**src/rtl/rf_pkg.sv**
```systemverilog
// Shared types and helpers for the reg_file_bank register file.
package rf_pkg;

  localparam int unsigned MaxDw = 512;
  localparam int unsigned MaxNb = MaxDw / 8;

  typedef enum logic [0:0] {
    RF_IDLE  = 1'b0,
    RF_CLEAR = 1'b1
  } rf_state_e;

  // Byte-lane merge at the widest supported width; callers zero-extend and slice.
  function automatic logic [MaxDw-1:0] be_merge(input logic [MaxDw-1:0] old_val,
                                                input logic [MaxDw-1:0] new_val,
                                                input logic [MaxNb-1:0] be);
    logic [MaxDw-1:0] res;
    res = old_val;
    for (int unsigned k = 0; k < MaxNb; k++) begin
      if (be[k]) res[8*k +: 8] = new_val[8*k +: 8];
    end
    return res;
  endfunction

endpackage

```
**src/rtl/reg_file_bank_if.sv**
```systemverilog
// Write/read/clear bus between a requester and reg_file_bank.
interface reg_file_bank_if #(
  parameter int unsigned DW = 32,
  parameter int unsigned AW = 5,
  parameter int unsigned NR = 2
);

  logic                W_En;
  logic [AW-1:0]       W_Addr;
  logic [DW-1:0]       W_Data;
  logic [DW/8-1:0]     W_Be;
  logic                W_Rdy;
  logic [NR*AW-1:0]    R_Addr;
  logic [NR*DW-1:0]    R_Data;
  logic                Clear;
  logic                Busy;

  modport master (
    output W_En, W_Addr, W_Data, W_Be, R_Addr, Clear,
    input  W_Rdy, R_Data, Busy
  );

  modport slave (
    input  W_En, W_Addr, W_Data, W_Be, R_Addr, Clear,
    output W_Rdy, R_Data, Busy
  );

endinterface

```
**src/rtl/rf_clear_ctrl.sv**
```systemverilog
// Sequential clear engine: walks ptr over every entry once per Clear request.
module rf_clear_ctrl
  import rf_pkg::*;
#(
  parameter int unsigned DEPTH = 32,
  parameter int unsigned AW    = $clog2(DEPTH)
) (
  input  logic          Clk,
  input  logic          Reset,
  input  logic          Clear,
  output logic          Busy,
  output logic          clr_en,
  output logic [AW-1:0] clr_addr
);

  rf_state_e     state_q, state_d;
  logic [AW-1:0] ptr_q, ptr_d;

  always_ff @(posedge Clk or posedge Reset) begin
    if (Reset) begin
      state_q <= RF_IDLE;
      ptr_q   <= '0;
    end else begin
      state_q <= state_d;
      ptr_q   <= ptr_d;
    end
  end

  always_comb begin
    state_d = state_q;
    ptr_d   = ptr_q;
    unique case (state_q)
      RF_IDLE: begin
        if (Clear) begin
          state_d = RF_CLEAR;
          ptr_d   = '0;
        end
      end
      RF_CLEAR: begin
        // DEPTH is a power of two, so the increment wraps back to 0 on the last entry.
        ptr_d = ptr_q + AW'(1);
        if (ptr_q == AW'(DEPTH - 1)) state_d = RF_IDLE;
      end
      default: state_d = RF_IDLE;
    endcase
  end

  assign Busy     = (state_q == RF_CLEAR);
  assign clr_en   = Busy;
  assign clr_addr = ptr_q;

endmodule

```
**src/rtl/reg_file_bank.sv**
```systemverilog
// Parametrised register file: byte-enable writes, NR registered read ports with
// write/clear bypass, and a sequential clear engine.
module reg_file_bank
  import rf_pkg::*;
#(
  parameter int unsigned DW       = 32,
  parameter int unsigned DEPTH    = 32,
  parameter int unsigned AW       = $clog2(DEPTH),
  parameter int unsigned NR       = 2,
  parameter bit          ZERO_REG = 1'b1
) (
  input logic            Clk,
  input logic            Reset,
  reg_file_bank_if.slave bus
);

  logic             busy;
  logic             clr_en;
  logic [AW-1:0]    clr_addr;
  logic [DW-1:0]    mem_q [DEPTH];
  logic             wr_en;
  logic [DW-1:0]    wr_old;
  logic [DW-1:0]    wr_merged;
  logic [MaxDw-1:0] wr_merged_full;
  logic             unused_merge_hi;

  rf_clear_ctrl #(
    .DEPTH(DEPTH),
    .AW   (AW)
  ) u_clear_ctrl (
    .Clk     (Clk),
    .Reset   (Reset),
    .Clear   (bus.Clear),
    .Busy    (busy),
    .clr_en  (clr_en),
    .clr_addr(clr_addr)
  );

  assign bus.Busy  = busy;
  assign bus.W_Rdy = !busy;

  assign wr_en = bus.W_En && !busy && (bus.W_Be != '0) &&
                 !(ZERO_REG && (bus.W_Addr == '0));

  // One merged value feeds both the array write and every read-port bypass.
  assign wr_old          = mem_q[bus.W_Addr];
  assign wr_merged_full  = be_merge(MaxDw'(wr_old), MaxDw'(bus.W_Data), MaxNb'(bus.W_Be));
  assign wr_merged       = wr_merged_full[DW-1:0];
  assign unused_merge_hi = ^wr_merged_full[MaxDw-1:DW];

  always_ff @(posedge Clk or posedge Reset) begin
    if (Reset) begin
      for (int unsigned i = 0; i < DEPTH; i++) mem_q[i] <= '0;
    end else if (clr_en) begin
      mem_q[clr_addr] <= '0;
    end else if (wr_en) begin
      mem_q[bus.W_Addr] <= wr_merged;
    end
  end

  for (genvar p = 0; p < NR; p++) begin : g_rd
    logic [AW-1:0] raddr;
    logic [DW-1:0] data_q;

    assign raddr = bus.R_Addr[p*AW +: AW];

    always_ff @(posedge Clk or posedge Reset) begin
      if (Reset) begin
        data_q <= '0;
      end else if (ZERO_REG && (raddr == '0)) begin
        data_q <= '0;
      end else if (clr_en && (raddr == clr_addr)) begin
        data_q <= '0;
      end else if (wr_en && (raddr == bus.W_Addr)) begin
        data_q <= wr_merged;
      end else begin
        data_q <= mem_q[raddr];
      end
    end

    assign bus.R_Data[p*DW +: DW] = data_q;
  end

endmodule

```
**src/flat_wrapper.sv**
```systemverilog
// flat-port wrapper written by rule: the top's interface ports become plain ports
module reg_file_bank_flat import rf_pkg::*;
#(
  parameter int unsigned DW       = 32,
  parameter int unsigned DEPTH    = 32,
  parameter int unsigned AW       = $clog2(DEPTH),
  parameter int unsigned NR       = 2,
  parameter bit          ZERO_REG = 1'b1
)
  (Clk, Reset, bus_W_En, bus_W_Addr, bus_W_Data, bus_W_Be, bus_R_Addr, bus_Clear, bus_W_Rdy, bus_R_Data, bus_Busy);
  reg_file_bank_if #(.DW(DW), .AW(AW), .NR(NR)) bus_i ();
  input logic Clk;
  input logic Reset;
  input wire logic [$bits(bus_i.W_En)-1:0] bus_W_En;
  input wire logic [$bits(bus_i.W_Addr)-1:0] bus_W_Addr;
  input wire logic [$bits(bus_i.W_Data)-1:0] bus_W_Data;
  input wire logic [$bits(bus_i.W_Be)-1:0] bus_W_Be;
  input wire logic [$bits(bus_i.R_Addr)-1:0] bus_R_Addr;
  input wire logic [$bits(bus_i.Clear)-1:0] bus_Clear;
  output wire logic [$bits(bus_i.W_Rdy)-1:0] bus_W_Rdy;
  output wire logic [$bits(bus_i.R_Data)-1:0] bus_R_Data;
  output wire logic [$bits(bus_i.Busy)-1:0] bus_Busy;
  assign bus_i.W_En = bus_W_En;
  assign bus_i.W_Addr = bus_W_Addr;
  assign bus_i.W_Data = bus_W_Data;
  assign bus_i.W_Be = bus_W_Be;
  assign bus_i.R_Addr = bus_R_Addr;
  assign bus_i.Clear = bus_Clear;
  assign bus_W_Rdy = bus_i.W_Rdy;
  assign bus_R_Data = bus_i.R_Data;
  assign bus_Busy = bus_i.Busy;
  reg_file_bank #(.DW(DW), .DEPTH(DEPTH), .AW(AW), .NR(NR), .ZERO_REG(ZERO_REG)) u_core (.Clk(Clk), .Reset(Reset), .bus(bus_i));
endmodule
```
**config.mk**
```make
export PLATFORM = sky130hd
export DESIGN_NAME = reg_file_bank_flat
export DESIGN_NICKNAME = d
export VERILOG_FILES = /design/src/rtl/rf_pkg.sv /design/src/rtl/reg_file_bank_if.sv /design/src/rtl/rf_clear_ctrl.sv /design/src/rtl/reg_file_bank.sv /design/src/flat_wrapper.sv
export SDC_FILE = /design/constraint.sdc
export NUM_CORES = 2
export LEC_CHECK = 0
export BUFFER_PORTS_ARGS = -buffer_cell sky130_fd_sc_hd__buf_2
export CORE_ASPECT_RATIO = 1.1
export CORE_UTILIZATION = 41
export CTS_BUF_LIST = sky130_fd_sc_hd__clkbuf_4
export CTS_CLUSTER_SIZE = 40
export DETAILED_ROUTE_END_ITERATION = 7
export PLACE_DENSITY = 0.6
export SETUP_SLACK_MARGIN = 0.2
export SLEW_MARGIN = 25
export SYNTH_ARGS = -nofsm -noshare
export SYNTH_HDL_FRONTEND = slang
export SYNTH_SLANG_ARGS = --single-unit
export TNS_END_PERCENT = 100
```
**constraint.sdc**
```tcl
create_clock -name Clk -period 44.5 [get_ports Clk]
set_input_delay 8.9 -clock Clk [delete_from_list [all_inputs] [get_ports Clk]]
set_output_delay 8.9 -clock Clk [all_outputs]
set_load 0.02 [all_outputs]
```
After elaboration in Yosys (flattened, before gate mapping)
Index checks and enable logic that the tools add are counted.
Word-level totals
  register bits: 1094
  bits of input ports: 55
  word-level logic and storage cells: 103
Cells by class
  add/subtract/negate cells: 1
  $lt $le $gt $ge: 6
  eq/ne operators: 6
  muxes and demuxes: 31
  bitwise operators: 7
  reduce and logical (&&, ||, !) cells: 16
Operators with widths (count)
  1024-bit two-way mux: 2
  1024-bit AND: 1
  1024-bit bitwise mux: 1
  1024-bit inverter: 1
  32-bit binary-select mux with 5-bit select: 3
  32-bit two-way mux: 14
  32-bit demux with 5-bit select: 2
  8-bit two-way mux: 4
  6-bit >= comparator, second input constant: 4
  5-bit inverter with 6-bit output: 4
  5-bit equality test: 4
  5-bit zero test: 3
  6-bit by 1-bit less-than comparator with 1-bit output, second input constant: 2
  5-bit case mux with 2 select lines: 1
  1-bit logical AND: 9
  5-bit by 1-bit adder with 5-bit output, second input constant: 1
  5-bit equality test, second input constant: 1
  5-bit two-way mux: 1
  4-bit nonzero test: 1
  1-bit zero test: 2
  1-bit two-way mux: 2
  2-bit inequality test, second input constant: 1
  1-bit case mux with 2 select lines: 1
  2-bit nonzero test: 1
  1-bit inverter: 1

Depth between registers and ports, before layout
  depth after elaboration: 8
  depth in mapped cells: 13

Modules after synthesis
A second synthesis with hierarchy kept.
Second synthesis, totals
  cells, all modules: 4887
  area, all modules: 64873.5 um^2
Modules (own cells, without submodules)
  reg_file_bank: instances 1, cells each 4860, area an instance 64571.9 um^2
  rf_clear_ctrl: instances 1, cells each 27, area an instance 301.5 um^2

Worst setup path before layout
No wires, ideal clock.
  path kind: input -> register
  start: input port bus_W_Addr[0]
  end: register u_core.g_rd[1].data_q[7]
  arrival: 10.939 ns
  data required time: 44.379 ns
  setup slack: 33.440 ns
  stages on the path: 10
  buffers on the path: 5
  path through: buf_6 -> buf_8 -> buf_12 -> buf_6 -> mux2i_1 -> o22ai_1 -> or4_1 -> o41a_4 -> buf_6 -> a22o_1
Between the ends
  longest elaborated chain between the ends: 8
  elaborated cells between the ends (all ways): 13
Ends and longest elaborated chain
  from (decl): line flat_wrapper.sv:15  | input wire logic [$bits(bus_i.W_Addr)-1:0] bus_W_Addr;
  5-bit inverter with 6-bit output (not written as such): line reg_file_bank.sv:46  | assign wr_old = mem_q[bus.W_Addr];
  32-bit binary-select mux with 5-bit select: line reg_file_bank.sv:46
  32-bit two-way mux (not written as such) (2 in a row): line reg_file_bank.sv:46
  8-bit two-way mux: line rf_pkg.sv:19  | if (be[k]) res[8*k +: 8] = new_val[8*k +: 8];
  32-bit two-way mux (*): line reg_file_bank.sv:74  | end else if (wr_en && (raddr == bus.W_Addr)) begin
  32-bit two-way mux (*): line reg_file_bank.sv:72  | end else if (clr_en && (raddr == clr_addr)) begin
  32-bit two-way mux (*): line reg_file_bank.sv:70  | end else if (ZERO_REG && (raddr == '0)) begin
  to (signal assigned): line reg_file_bank.sv:75  | data_q <= wr_merged;
  to (signal assigned): line reg_file_bank.sv:77  | data_q <= mem_q[raddr];
  to (decl): line reg_file_bank.sv:63  | logic [DW-1:0] data_q;
Every way passes the cells marked *; elsewhere a longest branch is shown, timed or not. The select of a mux whose other input is x is not followed.
A chain may end at the register's enable or synchronous reset.

Final worst setup path
  start: input port bus_W_Addr[1]
  end: register u_core.mem_q[566] in the netlist's numbering
Between the ends
  longest elaborated chain between the ends: 8
  elaborated cells between the ends (all ways): 17
Ends and longest elaborated chain
  5-bit inverter with 6-bit output (not written as such): line reg_file_bank.sv:46, reg_file_bank.sv:57
  6-bit >= comparator (not written as such), or another cell as far along: line reg_file_bank.sv:57  | mem_q[bus.W_Addr] <= wr_merged;
  1-bit logical AND (not written as such) / 32-bit two-way mux (equally long branches): line reg_file_bank.sv:57, reg_file_bank.sv:46
  32-bit two-way mux (on tied branches): line reg_file_bank.sv:57, reg_file_bank.sv:46
  32-bit demux with 5-bit select / 8-bit two-way mux (equally long branches): line reg_file_bank.sv:57, rf_pkg.sv:19
  1024-bit bitwise mux: line reg_file_bank.sv:57
  1024-bit two-way mux: line reg_file_bank.sv:56  | end else if (wr_en) begin
  1024-bit two-way mux: line reg_file_bank.sv:54  | end else if (clr_en) begin
  to (signal, indexed assignment): line reg_file_bank.sv:57
  to (decl): line reg_file_bank.sv:20  | logic [DW-1:0] mem_q [DEPTH];
Parallel ways exist; a longest one is shown, timed or not. The select of a mux whose other input is x is not followed.

==> results.json <==
{
  "status": "finished with violations",
  "violations": "DRC",
  "grt_max_degree": 171,
  "gp_congestion": 0.947,
  "root_buffer": "clkbuf_4",
  "pwr_density_cell_nw_per_um2": 37.1,
  "r2r_setup_slack_ps": 39990,
  "cts_buffer_depth": 4,
  "final_antenna_net_count": 0,
  "cp-end-kind": "flop",
  "final_core_util": 0.457,
  "worst-path-buf-inv": 3,
  "start_kind": "primary input",
  "cp.required_ps": 45720,
  "finalNetCount": 5110,
  "fmax_mhz": 80.8,
  "critical_path_class": "primary input to flop",
  "slew_violations": 0,
  "post_cts_buffers": 0,
  "reg2regPathDepth": 7,
  "postCtsResizedCells": 0,
  "multiInputGateArea_um2": 35900,
  "worst_path_most_repeated_cell": "buf_4",
  "synth_edf_count": 0,
  "seq_area_um2": 27400,
  "finalHoldViolations": 0,
  "hold_class": "flop to flop",
  "hold_path_end": "u_core.mem_q[1008]$_DFFE_PP0P_",
  "grt_pass1_vias": 55500,
  "final_common_cell": "dfrtp_1",
  "skew_ps": 116,
  "path_cells": "clkbuf_8 > buf_4 > nand4b_1 > o22ai_1 > nor4_2 > a41oi_2 > buf_4 > a21o_1 > a22o_1",
  "worstPathMaxFanout": 74,
  "syn-num-nets": 5079,
  "ys_warn_count": 0,
  "path_clk_slew_ps": 70,
  "hold_start": "u_core.mem_q[1008]$_DFFE_PP0P_",
  "peakVddDrop_uv": 32.1,
  "fin_tns_setup_ps": 0,
  "ys_ff_latch": 1094,
  "cpMaxStageDelayCell": "nand4b_1",
  "fp-row-count": 153,
  "cts_made_buffers": 329,
  "cts_tree": "yes",
  "fin_crit_ps": 12370,
  "rsz0062_at_grt": "false",
  "ys_async_sr_fraction": 1.00,
  "cp_top_family": "buffers and inverters",
  "drc": 46,
  "r2r_end": "u_core.mem_q[607]$_DFFE_PP0P_",
  "nFillCells": 14300,
  "r2r_start": "u_core.u_clear_ctrl.Busy$_DFF_PP0_",
  "port_buffers": 120,
  "setup_violations": 0,
  "die_y_um": 422,
  "synthCells": 5019,
  "initial_core_util": 0.414,
  "hold_depth": 1,
  "drive_gt1_frac": 0.319,
  "via_per_inst": 7.72,
  "synthFlopType": "dfrtp_1",
  "gr-total-overflow": 0,
  "wl_per_cell_um": 42.4,
  "synth_cell_types": 83,
  "cts_max_level": 5,
  "tightestPinTransition_ps": 1320,
  "drv_cap": 0,
  "ioPinCount": 121,
  "critPathArrivalTime_ps": 13590,
  "clock_latency_ps": 1410,
  "syn_avg_cell_area_um2": 13.1,
  "die_x_um": 384,
  "hpwl_mm": 164,
  "p_leak_nw": 31.3,
  "cts_hold_buf": 0,
  "vias": 57000,
  "area_growth_pct": 10.3,
  "maxSlewHeadroom": 0.114,
  "period_share": 0.278,
  "grt_pass1_wl_mm": 433,
  "cpPeakStageDelay_ps": 1160,
  "antenna_found_initial": 18,
  "drt_iter0_drc": 9761,
  "coreArea_um2": 159000,
  "synth_area_um2": 65600,
  "first_pass_iters": 8,
  "wl_mm": 313,
  "clock-sinks": 1094,
  "ys_seq_area_frac": 0.417,
  "die_area_um2": 162000,
  "grt.total_usage": 0.383,
  "most-common-layout-cells": "dfrtp_1 (1,094), a22o_1 (887), mux4_2 (671)"
}
-- worst max path at each step --
stage / endpoint / startpoint / slack (ps) / depth (start not counted)
after floorplan: u_core.g_rd[0].data_q[0]$_DFF_PP0_ / Reset / 4800 / 1
after global placement: u_core.mem_q[453]$_DFFE_PP0P_ / bus_W_Addr[1] / 30830 / 8
after detailed placement: u_core.mem_q[453]$_DFFE_PP0P_ / bus_W_Addr[1] / 30940 / 8
after CTS: u_core.mem_q[453]$_DFFE_PP0P_ / bus_W_Addr[1] / 32330 / 8
after global routing: u_core.mem_q[239]$_DFFE_PP0P_ / bus_W_Addr[0] / 32250 / 10
final: u_core.mem_q[566]$_DFFE_PP0P_ / bus_W_Addr[1] / 32130 / 9
-- cell families after synthesis --
logic type | Yosys count | share of synthesized area
AND/OR/NAND/NOR | 547 | 0.0415
buffers and inverters | 648 | 0.0492
multiplexers | 1081 | 0.294
adder cells (fa/ha/maj) | 5 | 0.000953
AO/OA/AOI/OAI | 1622 | 0.195
flip-flops | 1094 | 0.417
XOR/XNOR | 22 | 0.00294
-- stage by stage --
step                area (um2)  cells  hold slack, ps  setup WS [ps]  total power [mW]
floorplan                65600   5019             477           4800              1.44
global placement         68200   6803             499          30830              1.68
detailed placement       68300   6807             513          30940              1.69
CTS                      72200   7359             525          32330              2.65
global route             72300   7366             553          32250              2.75
finish                   72400   7385             533          32130              2.68
-- power by group --
| part | switching (mW) | internal [mW] | leakage, nW |
|---|---|---|---|
| Combinational | 0.408 | 0.187 | 13.7 |
| Sequential | 0.0675 | 1.05 | 15.2 |
| Clock | 0.477 | 0.492 | 2.35 |
-- worst reg2reg max path: stages (launching register included) --
cell and delay (ps):
dfrtp_1 370, buf_4 260, nand2b_1 280, nor2_2 920, nand3b_1 930, nor2_4 370
buf_4 870, a22o_1 390
-- synthesized netlist by cell type, drive strengths merged (7+ instances only) --
library cell | n | area (um2)
a41oi | 15 | 206
a22o | 887 | 7770
or3 | 8 | 50.1
or4 | 8 | 60.1
nor4 | 16 | 131
a221oi | 20 | 175
o211ai | 42 | 315
a31oi | 12 | 100
a222oi | 7 | 70.1
o22ai | 92 | 576
and2 | 42 | 263
nor2 | 181 | 684
mux2i | 353 | 3530
nand2b | 19 | 119
buf | 319 | 2000
mux2 | 57 | 642
nor2b | 58 | 363
o31ai | 33 | 248
mux4 | 671 | 15100
xor2 | 7 | 61.3
a2bb2o | 8 | 80.1
a311oi | 8 | 70.1
and3 | 14 | 87.6
dfrtp | 1094 | 27400
clkbuf | 303 | 1140
a21oi | 257 | 1290
nand3 | 9 | 45.0
a221o | 8 | 80.1
a22oi | 48 | 360
inv | 25 | 93.8
nand2 | 142 | 533
nor3 | 15 | 80.1
o21ai | 55 | 279
o221ai | 8 | 70.1
a21o | 25 | 188
xnor2 | 15 | 131
a211oi | 48 | 365
-- per-layer routing --
layer,vias to the layer above,wire length (um),track usage
met1,29000,109000,0.481
met4,26,25500,0.257
met3,1494,56100,0.214
li1,20500,-,-
met5,-,384,0.0102
met2,5976,122000,0.492
-- state kept, by name, indices dropped and copies added (netlist names) --
signal	count
u_core.mem_q	1024
u_core.u_clear_ctrl.clr_addr	5
u_core.g_rd.data_q	64
u_core.u_clear_ctrl.Busy	1
-- final cells by class --
class / instances / area share
multi-input cells: 3277 / 0.496
flip-flops and latches: 1094 / 0.378
clock buffers: 476 / 0.0494
well taps: 2092 / 0.0362
repair buffers: 322 / 0.0340
clock inverters: 76 / 0.00443
inverters: 26 / 0.00145
diodes: 22 / 0.000761
Note: power is estimated with default switching activity, not from simulation.
